===== config.mk =====
export PLATFORM = sky130hd
export DESIGN_NAME = bird_ctrl
export DESIGN_NICKNAME = d
export VERILOG_FILES = /design/src/rtl/bird_pkg.sv /design/src/rtl/bird_anim_seq.sv /design/src/rtl/bird_ctrl.sv
export SDC_FILE = /design/constraint.sdc
export NUM_CORES = 1
export LEC_CHECK = 0
export CORE_MARGIN = 5
export CORE_UTILIZATION = 28
export CTS_CLUSTER_DIAMETER = 40
export DETAILED_ROUTE_END_ITERATION = 8
export GPL_TIMING_DRIVEN = 0
export HOLD_SLACK_MARGIN = 0.02
export PLACE_DENSITY_LB_ADDON = 0.25
export SYNTH_ARGS = -nofsm -noshare
export SYNTH_HDL_FRONTEND = slang
export SYNTH_SLANG_ARGS = --single-unit

===== constraint.sdc =====
create_clock -name clk -period 3.6 [get_ports clk]
set_input_delay 0.9 -clock clk [delete_from_list [all_inputs] [get_ports clk]]
set_output_delay 0.9 -clock clk [all_outputs]
set_load 0.05 [all_outputs]

===== src/rtl/bird_pkg.sv =====
// Shared types and default constants for the bird controller.
// State encodings and physics defaults used by bird_ctrl and its bench.
package bird_pkg;

   typedef enum logic [1:0] {
      BIRD_INI  = 2'd0,
      BIRD_PLAY = 2'd1,
      BIRD_DEAD = 2'd2
   } bird_state_t;

   localparam logic [9:0] X_POS_DEF    = 10'd160;
   localparam int         Y_W_DEF      = 9;
   localparam int         V_W_DEF      = 8;
   localparam int         Y_INIT_DEF   = 240;
   localparam int         Y_MIN_DEF    = 0;
   localparam int         Y_MAX_DEF    = 440;
   localparam int         GRAVITY_DEF  = 1;
   localparam int         FLAP_VEL_DEF = 6;
   localparam int         VMAX_DEF     = 8;
   localparam int         FRAMES_DEF   = 4;
   localparam int         ANIM_DIV_DEF = 4;

endpackage


===== src/rtl/bird_anim_seq.sv =====
// Wing animation sequencer: tick divider feeding a modulo frame counter.
// init forces frame 1, freeze holds both counters, run enables stepping.
module bird_anim_seq
   import bird_pkg::*;
#(
   parameter int FRAMES   = FRAMES_DEF,
   parameter int ANIM_DIV = ANIM_DIV_DEF
) (
   input  logic                        clk,
   input  logic                        rst,
   input  logic                        i_tick,
   input  logic                        i_run,
   input  logic                        i_freeze,
   input  logic                        i_init,
   output logic [$clog2(FRAMES)-1:0]   o_frame
);

   localparam int FW = $clog2(FRAMES);
   localparam int CW = (ANIM_DIV > 1) ? $clog2(ANIM_DIV) : 1;

   localparam logic [FW-1:0] C_FONE  = 1;
   localparam logic [FW-1:0] C_FLAST = FW'(FRAMES - 1);
   localparam logic [CW-1:0] C_CONE  = 1;
   localparam logic [CW-1:0] C_CLAST = CW'(ANIM_DIV - 1);

   logic [CW-1:0] r_cnt;
   logic [FW-1:0] r_frame;

   // Divide ticks by ANIM_DIV and advance the frame on each wrap
   always_ff @(posedge clk or posedge rst) begin
      if (rst) begin
         r_cnt   <= '0;
         r_frame <= C_FONE;
      end else if (i_init) begin
         r_cnt   <= '0;
         r_frame <= C_FONE;
      end else if (i_run && i_tick && !i_freeze) begin
         if (r_cnt == C_CLAST) begin
            r_cnt   <= '0;
            r_frame <= (r_frame == C_FLAST) ? '0 : r_frame + C_FONE;
         end else begin
            r_cnt <= r_cnt + C_CONE;
         end
      end
   end

   assign o_frame = r_frame;

endmodule


===== src/rtl/bird_ctrl.sv =====
// Bird controller: play state, vertical physics with clamping, flap latch.
// Wing animation is delegated to bird_anim_seq.
module bird_ctrl
   import bird_pkg::*;
#(
   parameter logic [9:0] X_POS    = X_POS_DEF,
   parameter int         Y_W      = Y_W_DEF,
   parameter int         V_W      = V_W_DEF,
   parameter int         Y_INIT   = Y_INIT_DEF,
   parameter int         Y_MIN    = Y_MIN_DEF,
   parameter int         Y_MAX    = Y_MAX_DEF,
   parameter int         GRAVITY  = GRAVITY_DEF,
   parameter int         FLAP_VEL = FLAP_VEL_DEF,
   parameter int         VMAX     = VMAX_DEF,
   parameter int         FRAMES   = FRAMES_DEF,
   parameter int         ANIM_DIV = ANIM_DIV_DEF
) (
   input  logic                        clk,
   input  logic                        rst,
   input  logic                        tick,
   input  logic                        playing,
   input  logic                        flap,
   input  logic                        hit,
   output logic [9:0]                  x,
   output logic [Y_W-1:0]              y,
   output logic [1:0]                  bird_state,
   output logic [$clog2(FRAMES)-1:0]   bird_animation,
   output logic                        dead
);

   localparam int YW2 = Y_W + 2;
   localparam int VW1 = V_W + 1;

   localparam logic [Y_W-1:0]        C_YINIT = Y_W'(Y_INIT);
   localparam logic [Y_W-1:0]        C_YMINU = Y_W'(Y_MIN);
   localparam logic [Y_W-1:0]        C_YMAXU = Y_W'(Y_MAX);
   localparam logic signed [YW2-1:0] C_YMIN  = YW2'(Y_MIN);
   localparam logic signed [YW2-1:0] C_YMAX  = YW2'(Y_MAX);
   localparam logic signed [VW1-1:0] C_GRAV  = VW1'(GRAVITY);
   localparam logic signed [VW1-1:0] C_VMAX  = VW1'(VMAX);
   localparam logic signed [V_W-1:0] C_FLAPV = V_W'(-FLAP_VEL);

   bird_state_t            r_state;
   bird_state_t            w_state_n;
   logic [Y_W-1:0]         r_y;
   logic [Y_W-1:0]         w_y_n;
   logic signed [V_W-1:0]  r_vel;
   logic signed [V_W-1:0]  w_vel_n;
   logic                   r_pend;
   logic                   w_pend_n;
   logic                   r_flap_q;
   logic                   r_dead;

   logic                   w_flap_edge;
   logic signed [VW1-1:0]  w_vel_ext;
   logic signed [VW1-1:0]  w_vel_grav;
   logic signed [V_W-1:0]  w_vel_tick;
   logic signed [YW2-1:0]  w_y_ext;
   logic signed [YW2-1:0]  w_vel_wide;
   logic signed [YW2-1:0]  w_ny;

   assign w_flap_edge = flap & ~r_flap_q;

   assign w_vel_ext  = {r_vel[V_W-1], r_vel};
   assign w_vel_grav = w_vel_ext + C_GRAV;
   assign w_vel_tick = r_pend ? C_FLAPV :
                       (w_vel_grav > C_VMAX) ? C_VMAX[V_W-1:0] :
                       w_vel_grav[V_W-1:0];

   assign w_y_ext    = {2'b00, r_y};
   assign w_vel_wide = {{(YW2-V_W){w_vel_tick[V_W-1]}}, w_vel_tick};
   assign w_ny       = w_y_ext + w_vel_wide;

   // Next state, physics step and flap latch
   always_comb begin
      w_state_n = r_state;
      w_y_n     = r_y;
      w_vel_n   = r_vel;
      w_pend_n  = r_pend;
      unique case (r_state)
         BIRD_INI: begin
            if (playing) w_state_n = BIRD_PLAY;
         end
         BIRD_PLAY: begin
            if (!playing) begin
               w_state_n = BIRD_INI;
            end else if (hit) begin
               w_state_n = BIRD_DEAD;
            end else if (tick) begin
               w_pend_n = w_flap_edge;
               if (w_ny >= C_YMAX) begin
                  w_y_n     = C_YMAXU;
                  w_vel_n   = '0;
                  w_state_n = BIRD_DEAD;
               end else if (w_ny < C_YMIN) begin
                  w_y_n   = C_YMINU;
                  w_vel_n = '0;
               end else begin
                  w_y_n   = w_ny[Y_W-1:0];
                  w_vel_n = w_vel_tick;
               end
            end else begin
               w_pend_n = r_pend | w_flap_edge;
            end
         end
         BIRD_DEAD: begin
            if (!playing) w_state_n = BIRD_INI;
         end
         default: w_state_n = BIRD_INI;
      endcase
      // leaving PLAY drops any pending flap
      if (w_state_n != BIRD_PLAY) w_pend_n = 1'b0;
      // INI (and entry into it) pins the bird at its start position
      if (w_state_n == BIRD_INI) begin
         w_y_n   = C_YINIT;
         w_vel_n = '0;
      end
   end

   // State, physics and edge-detect registers
   always_ff @(posedge clk or posedge rst) begin
      if (rst) begin
         r_state  <= BIRD_INI;
         r_y      <= C_YINIT;
         r_vel    <= '0;
         r_pend   <= 1'b0;
         r_flap_q <= 1'b0;
         r_dead   <= 1'b0;
      end else begin
         r_state  <= w_state_n;
         r_y      <= w_y_n;
         r_vel    <= w_vel_n;
         r_pend   <= w_pend_n;
         r_flap_q <= flap;
         r_dead   <= (w_state_n == BIRD_DEAD) && (r_state != BIRD_DEAD);
      end
   end

   bird_anim_seq #(
      .FRAMES   (FRAMES),
      .ANIM_DIV (ANIM_DIV)
   ) u_anim (
      .clk      (clk),
      .rst      (rst),
      .i_tick   (tick),
      .i_run    (r_state == BIRD_PLAY),
      .i_freeze (hit | ~playing),
      .i_init   (w_state_n == BIRD_INI),
      .o_frame  (bird_animation)
   );

   assign x          = X_POS;
   assign y          = r_y;
   assign bird_state = r_state;
   assign dead       = r_dead;

endmodule


Yosys cells after proc, flatten, opt, wreduce, memory -nomap -nowiden. Cells that the tools add are included.

Add/sub/neg operators: 4. $lt $le $gt $ge: 3. Equal/unequal tests: 9. Mux-type cells: 35. Bitwise operators: 5. Reduce and logical (&&, ||, !) cells: 16.

Operators with widths (count): 2-to-1 mux 8 bit (9); 2-to-1 mux 9 bit (7); 2-to-1 mux 2 bit (13); nonzero test 2 bit (7); adder 10 x 8 -> 11 bit (1); >= comparator 11 x 10 -> 1 bit (second input constant) (1); < comparator 11 x 1 -> 1 bit (second input constant) (1); adder 8 x 2 -> 9 bit (second input constant) (1); > comparator 9 x 5 -> 1 bit (second input constant) (1); equality test 2 bit (second input constant) (4); inequality test 2 x 1 -> 1 bit (second input constant) (3); one-hot mux 2 bit (3 select lines) (1); 2-to-1 mux 1 bit (5); adder 2 x 1 -> 2 bit (second input constant) (2); zero test 2 bit (2); AND reduction 4 bit (1); logical AND 1 bit (3); AND reduction 3 bit (1); equality test 2 x 1 -> 1 bit (second input constant) (1); inequality test 2 bit (second input constant) (1); inverter 1 bit (2); OR 1 bit (2); AND reduction 2 bit (1); bitwise AND 1 bit (1); zero test 1 bit (1).

Bits in registers: 26. Bits of input ports: 6. Output and inout bits: 24. Logic and storage cells: 80.

Logic depth before layout (Yosys ltp).
Word-level depth: 14. Depth in mapped cells: 20. Depth with buffers taken out: 19.

Hierarchy. Synthesis repeated with hierarchy kept, for this count alone.

Cell total of the unflattened synthesis: 254. Area total of the unflattened synthesis: 2227.1 um^2.

Modules (own cells, without submodules): bird_ctrl (instances 1, cells an instance 234, area each 2006.9 um^2, sequential area each 555.5 um^2); bird_anim_seq (instances 1, cells an instance 20, area each 220.2 um^2, sequential area each 101.3 um^2).

Least setup slack after synthesis. OpenSTA, ideal clock, no wires.

Kind: reg2reg. Start point: reg r_vel[0]. End point: reg r_state[1] (netlist: bird_state[1]). Setup time: 0.069 ns. Arrival: 3.833 ns. Data required time: 3.531 ns. Path slack: -0.302 ns. Stages on the path, launching flop included: 20. Path buffers: 1. Period minus slack after synthesis: 3.902 ns. Cell sequence: dfrtp_1 -> ha_1 -> clkbuf_1 -> nor4b_1 -> o311ai_0 -> a31oi_1 -> nor2b_1 -> nor2b_1 -> ha_1 -> inv_1 -> fa_1 -> nor2b_1 -> o2111ai_1 -> a31oi_1 -> a21o_1 -> ha_1 -> inv_1 -> nand2_1 -> o21ai_1 -> a32o_1.

Word-level cells in the longest chain between the ends: 11.

Ends and longest elaborated chain: start, declared (line bird_ctrl.sv:47) `logic signed [V_W-1:0] r_vel;`; start signal, assigned (line bird_ctrl.sv:132) `r_vel <= w_vel_n;`; adder 8 x 2 -> 9 bit (*) (line bird_ctrl.sv:65) `assign w_vel_grav = w_vel_ext + C_GRAV;`; > comparator 9 x 5 -> 1 bit (line bird_ctrl.sv:67) `(w_vel_grav > C_VMAX) ? C_VMAX[V_W-1:0] :`; 2-to-1 mux 8 bit (*) (line bird_ctrl.sv:67); 2-to-1 mux 8 bit (*) (line bird_ctrl.sv:66) `assign w_vel_tick = r_pend ? C_FLAPV :`; adder 10 x 8 -> 11 bit (*) (line bird_ctrl.sv:72) `assign w_ny = w_y_ext + w_vel_wide;`; >= comparator 11 x 10 -> 1 bit (*) (line bird_ctrl.sv:91) `if (w_ny >= C_YMAX) begin`; 2-to-1 mux 2 bit (*) (line bird_ctrl.sv:91); 2-to-1 mux 2 bit (*) (line bird_ctrl.sv:89) `end else if (tick) begin`; 2-to-1 mux 2 bit (*) (line bird_ctrl.sv:87) `end else if (hit) begin`; 2-to-1 mux 2 bit (*) (line bird_ctrl.sv:85) `if (!playing) begin`; one-hot mux 2 bit (3 select lines) (*) (line bird_ctrl.sv:80) `unique case (r_state)`; named net w_state_n[1] (line bird_ctrl.sv:44) `bird_state_t w_state_n;`; end signal, assigned (line bird_ctrl.sv:130) `r_state <= w_state_n;`; end, declared (line bird_ctrl.sv:43) `bird_state_t r_state;`.

Mark *: on every way through the listed nets, which the timed path passes. The rest lies on a longest branch. A chain may end at the register's enable or synchronous reset.

Worst setup path in the final report.
Start point: reg r_vel[1]. End point: reg r_state[1] (netlist: bird_state[1]).

Same word-level chain as after synthesis.

==> flow_metrics.env <==
export IMPL_die_w_microns=93.7
export IMPL_first_pass_iters=4
export IMPL_synth_yosys_seq_area_share_pct=33.5
export IMPL_netlist_area_sq_um=1960
export IMPL_crit_type="register to register"
export IMPL_synth_warnings=0
export IMPL_antenna_found_initial=0
export IMPL_hold_viol=0
export IMPL_place_area_sq_um=2350
export IMPL_rrSetupSlack_ps=-240
export IMPL_crit_start="r_vel[1]"
export IMPL_grt_ovfl_total=0
export IMPL_holdBufCountCts=0
export IMPL_via_count=1833
export IMPL_dp_hpwl_mm=3.77
export IMPL_clkLatencyLatePin_ps=270
export IMPL_clock_sinks=26
export IMPL_rsz0062_at_grt="true"
export IMPL_setup_violations=21
export IMPL_crit_path_end_kind="register"
export IMPL_port_buffers=19
export IMPL_wl_per_cell_microns=14.4
export IMPL_htreeDepth=1
export IMPL_layout_nets=302
export IMPL_clk_path_buf_depth=2
export IMPL_final_setup_skew_ps=10.6
export IMPL_maxCapViolCount=0
export IMPL_syn_area_per_cell_sq_um=8.64
export IMPL_antenna_left=0
export IMPL_rows=30
export IMPL_postSynth_asyncResetShare_pct=100
export IMPL_antenna_cells=0
export IMPL_dieArea_sq_um=8780
export IMPL_status="finished with violations"
export IMPL_pre_cts_slack_ps=-756
export IMPL_period_minus_slack_ps=3840
export IMPL_layout_common_cells="28 x buf_4, 25 x nand2_1, 21 x dfrtp_1"
export IMPL_ir_drop_mv=0.126
export IMPL_yosysTopAreaCell="dfrtp_1"
export IMPL_rr_startpoint="r_vel[1]"
export IMPL_ys_top_cells_by_area="dfrtp_1 27%, ha_1 9.6%, dfstp_2 6.7%"
export IMPL_cts_tree="built"
export IMPL_slew_limit_headroom_pct=33.2
export IMPL_worstPathCellList="ha_2, buf_8, buf_4, nand4_1, nand2_1, a31oi_1, nor2b_4, nor2b_4, ha_4, inv_2, fa_2, nor2b_4, o2111ai_4, a31oi_2, a21o_1, ha_4, inv_6, a31oi_4, o21ai_4, a32o_1"
export IMPL_clock_tree_root_cell="clkbuf_8"
export IMPL_grt_max_degree=27
export IMPL_min_delay_start="u_anim.o_frame[0]"
export IMPL_ys_ff_latch=26
export IMPL_p_leak_nw=1.24
export IMPL_final_layout_size_suffix_gt1_share_pct=30.8
export IMPL_final_util_pct=42.4
export IMPL_vias_per_cell=4.89
export IMPL_place_gp_congestion=0.828
export IMPL_fin_hold_ws_ps=487
export IMPL_min_path_type="register to register"
export IMPL_worst_path_stages=20
export IMPL_synth_cell_type_count=50
export IMPL_powerDensity_nw_per_um2=261
export IMPL_cp_arrival_ps=4010
export IMPL_die_height_microns=93.7
export IMPL_start_util_pct=28.9
export IMPL_fin_tns_setup_ps=-3410
export IMPL_setup_worst_path_end="bird_state[1]"
export IMPL_slowest_delay_ps=420
export IMPL_worst_r2r_cell_count=20
export IMPL_cpLargestDelayFamily="compound AO/OA/AOI/OAI gates"
export IMPL_synth_edf_count=0
export IMPL_wirelength_mm=5.40
export IMPL_critPathBufInv=4
export IMPL_setup_ws_ps=-236
export IMPL_violations="setup timing"
export IMPL_worstReg2RegEnd="bird_state[1]"
export IMPL_crit_top_cell="nor2b_4"
export IMPL_grt_pass1_wl_mm=8.72
export IMPL_core_area_sq_um=6790
export IMPL_clkTransAtPathRegs_ps=100
export IMPL_final_period_utilization_pct=107
export IMPL_layout_commonest_cell="buf_4"
export IMPL_cp_max_fo=5
export IMPL_tightest_slew_ps=1000
export IMPL_drt_initial_drc_count=106
export IMPL_grt_pass1_vias=1820
export IMPL_max_freq_ghz=0.261
export IMPL_grt_total_usage_pct=12.3
export IMPL_cts_made_buffers=3
export IMPL_ios=30
export IMPL_area_growth_syn_to_layout_pct=47.0
export IMPL_crit_slowest_cell="dfrtp_1"
export IMPL_postLayoutCellArea_sq_um=2880
export IMPL_critPathRequiredTime_ps=3770
export IMPL_synth_ff_type="dfrtp_1"
export IMPL_yosysTopAreaCellShare_pct=26.8
export IMPL_final_max_slew_viol_count=0
export IMPL_synth_cells=227
export IMPL_startpoint_type="register"
export IMPL_drc_errors=0
report_power, final:
part | internal [mW] | switching [mW] | leakage (nW)
combinational | 0.0773 | 0.123 | 0.865
clock | 0.149 | 0.0969 | 0.0357
sequential | 0.299 | 0.00831 | 0.341
synth_stat cells, types with 2 or more instances:
| library cell | n |
|---|---|
| a21oi_1 | 11 |
| clkbuf_1 | 4 |
| nor2_1 | 11 |
| nor2b_1 | 7 |
| buf_2 | 3 |
| inv_1 | 12 |
| a32o_1 | 7 |
| a21o_1 | 5 |
| and4_1 | 2 |
| nand2_1 | 28 |
| o21ai_0 | 9 |
| nor3_1 | 2 |
| conb_1 | 2 |
| o21ai_1 | 7 |
| nand3_1 | 6 |
| o211ai_1 | 4 |
| dfstp_2 | 5 |
| a31oi_1 | 7 |
| xnor2_1 | 6 |
| xor2_1 | 3 |
| o31ai_1 | 2 |
| a41oi_1 | 2 |
| dfrtp_1 | 21 |
| buf_4 | 10 |
| o22ai_1 | 4 |
| and2_1 | 3 |
| nand2b_1 | 5 |
| ha_1 | 15 |
| and3_1 | 3 |
worst min path at each step:
| stage | depth (start not counted) | slack [ps] | endpoint |
|---|---|---|---|
| floorplan | 1 | 470 | u_anim.r_cnt[0] |
| global placement | 2 | 470 | u_anim.o_frame[0] |
| detailed placement | 2 | 470 | u_anim.o_frame[0] |
| CTS | 2 | 490 | u_anim.o_frame[0] |
| global route | 2 | 520 | u_anim.o_frame[0] |
| finish | 2 | 490 | u_anim.o_frame[0] |
state kept, by name, indices dropped and copies added (netlist names):
register and cells:
dead 1, bird_state 2, u_anim.r_cnt 2, r_vel 8, r_flap_q 1, u_anim.o_frame 2
y 9, r_pend 1
final cells by class:
class | instances | area [sq um]
fill | 654 | 3910
multi-input combinational | 180 | 1500
sequential | 26 | 657
timing repair buffer | 40 | 359
buffer | 17 | 128
tap | 96 | 120
inverter | 12 | 50.0
clock buffer | 3 | 41.3
clock inverter | 1 | 30.0
routing by layer:
metal	wire length (microns)	GRT usage, %	up-vias
met3	107	1.12	6
met1	2430	16.2	891
met5	0	0	-
met2	2760	20.9	26
li1	-	-	910
met4	102	4.45	0
tightest hold or removal path, delay by kind of cell (launching register included):
family	cells	cell delay (ps)
DFF	1	400
and+or+nand+nor	2	100
logic make-up (layout without fill, tap and decap cells):
| logic type | Yosys count | count (layout) | share of synthesized area (%) |
|---|---|---|---|
| xor+xnor | 9 | 9 | 4.02 |
| mux | 1 | 1 | 0.510 |
| fa+ha+maj | 16 | 16 | 10.6 |
| flops | 26 | 26 | 33.5 |
| simple gates | 74 | 74 | 18.8 |
| buf+inv | 29 | 73 | 7.65 |
| other cells | 2 | 10 | 0.383 |
| compound gates | 70 | 70 | 24.6 |
through the flow:
step / instances / power (mW)
2_1_floorplan: 235 / 0.426
3_3_place_gp: 350 / 0.465
3_5_place_dp: 350 / 0.466
4_1_cts: 372 / 0.739
5_1_grt: 375 / 0.784
6_report: 375 / 0.753
what timing repair did:
action	CTS	global route
pin swaps	19	22
buffers inserted	17	3
gates resized for setup	35	25
cloned	1	0
setup endpoints to repair	21	21
(Power assumes the default switching activity.)
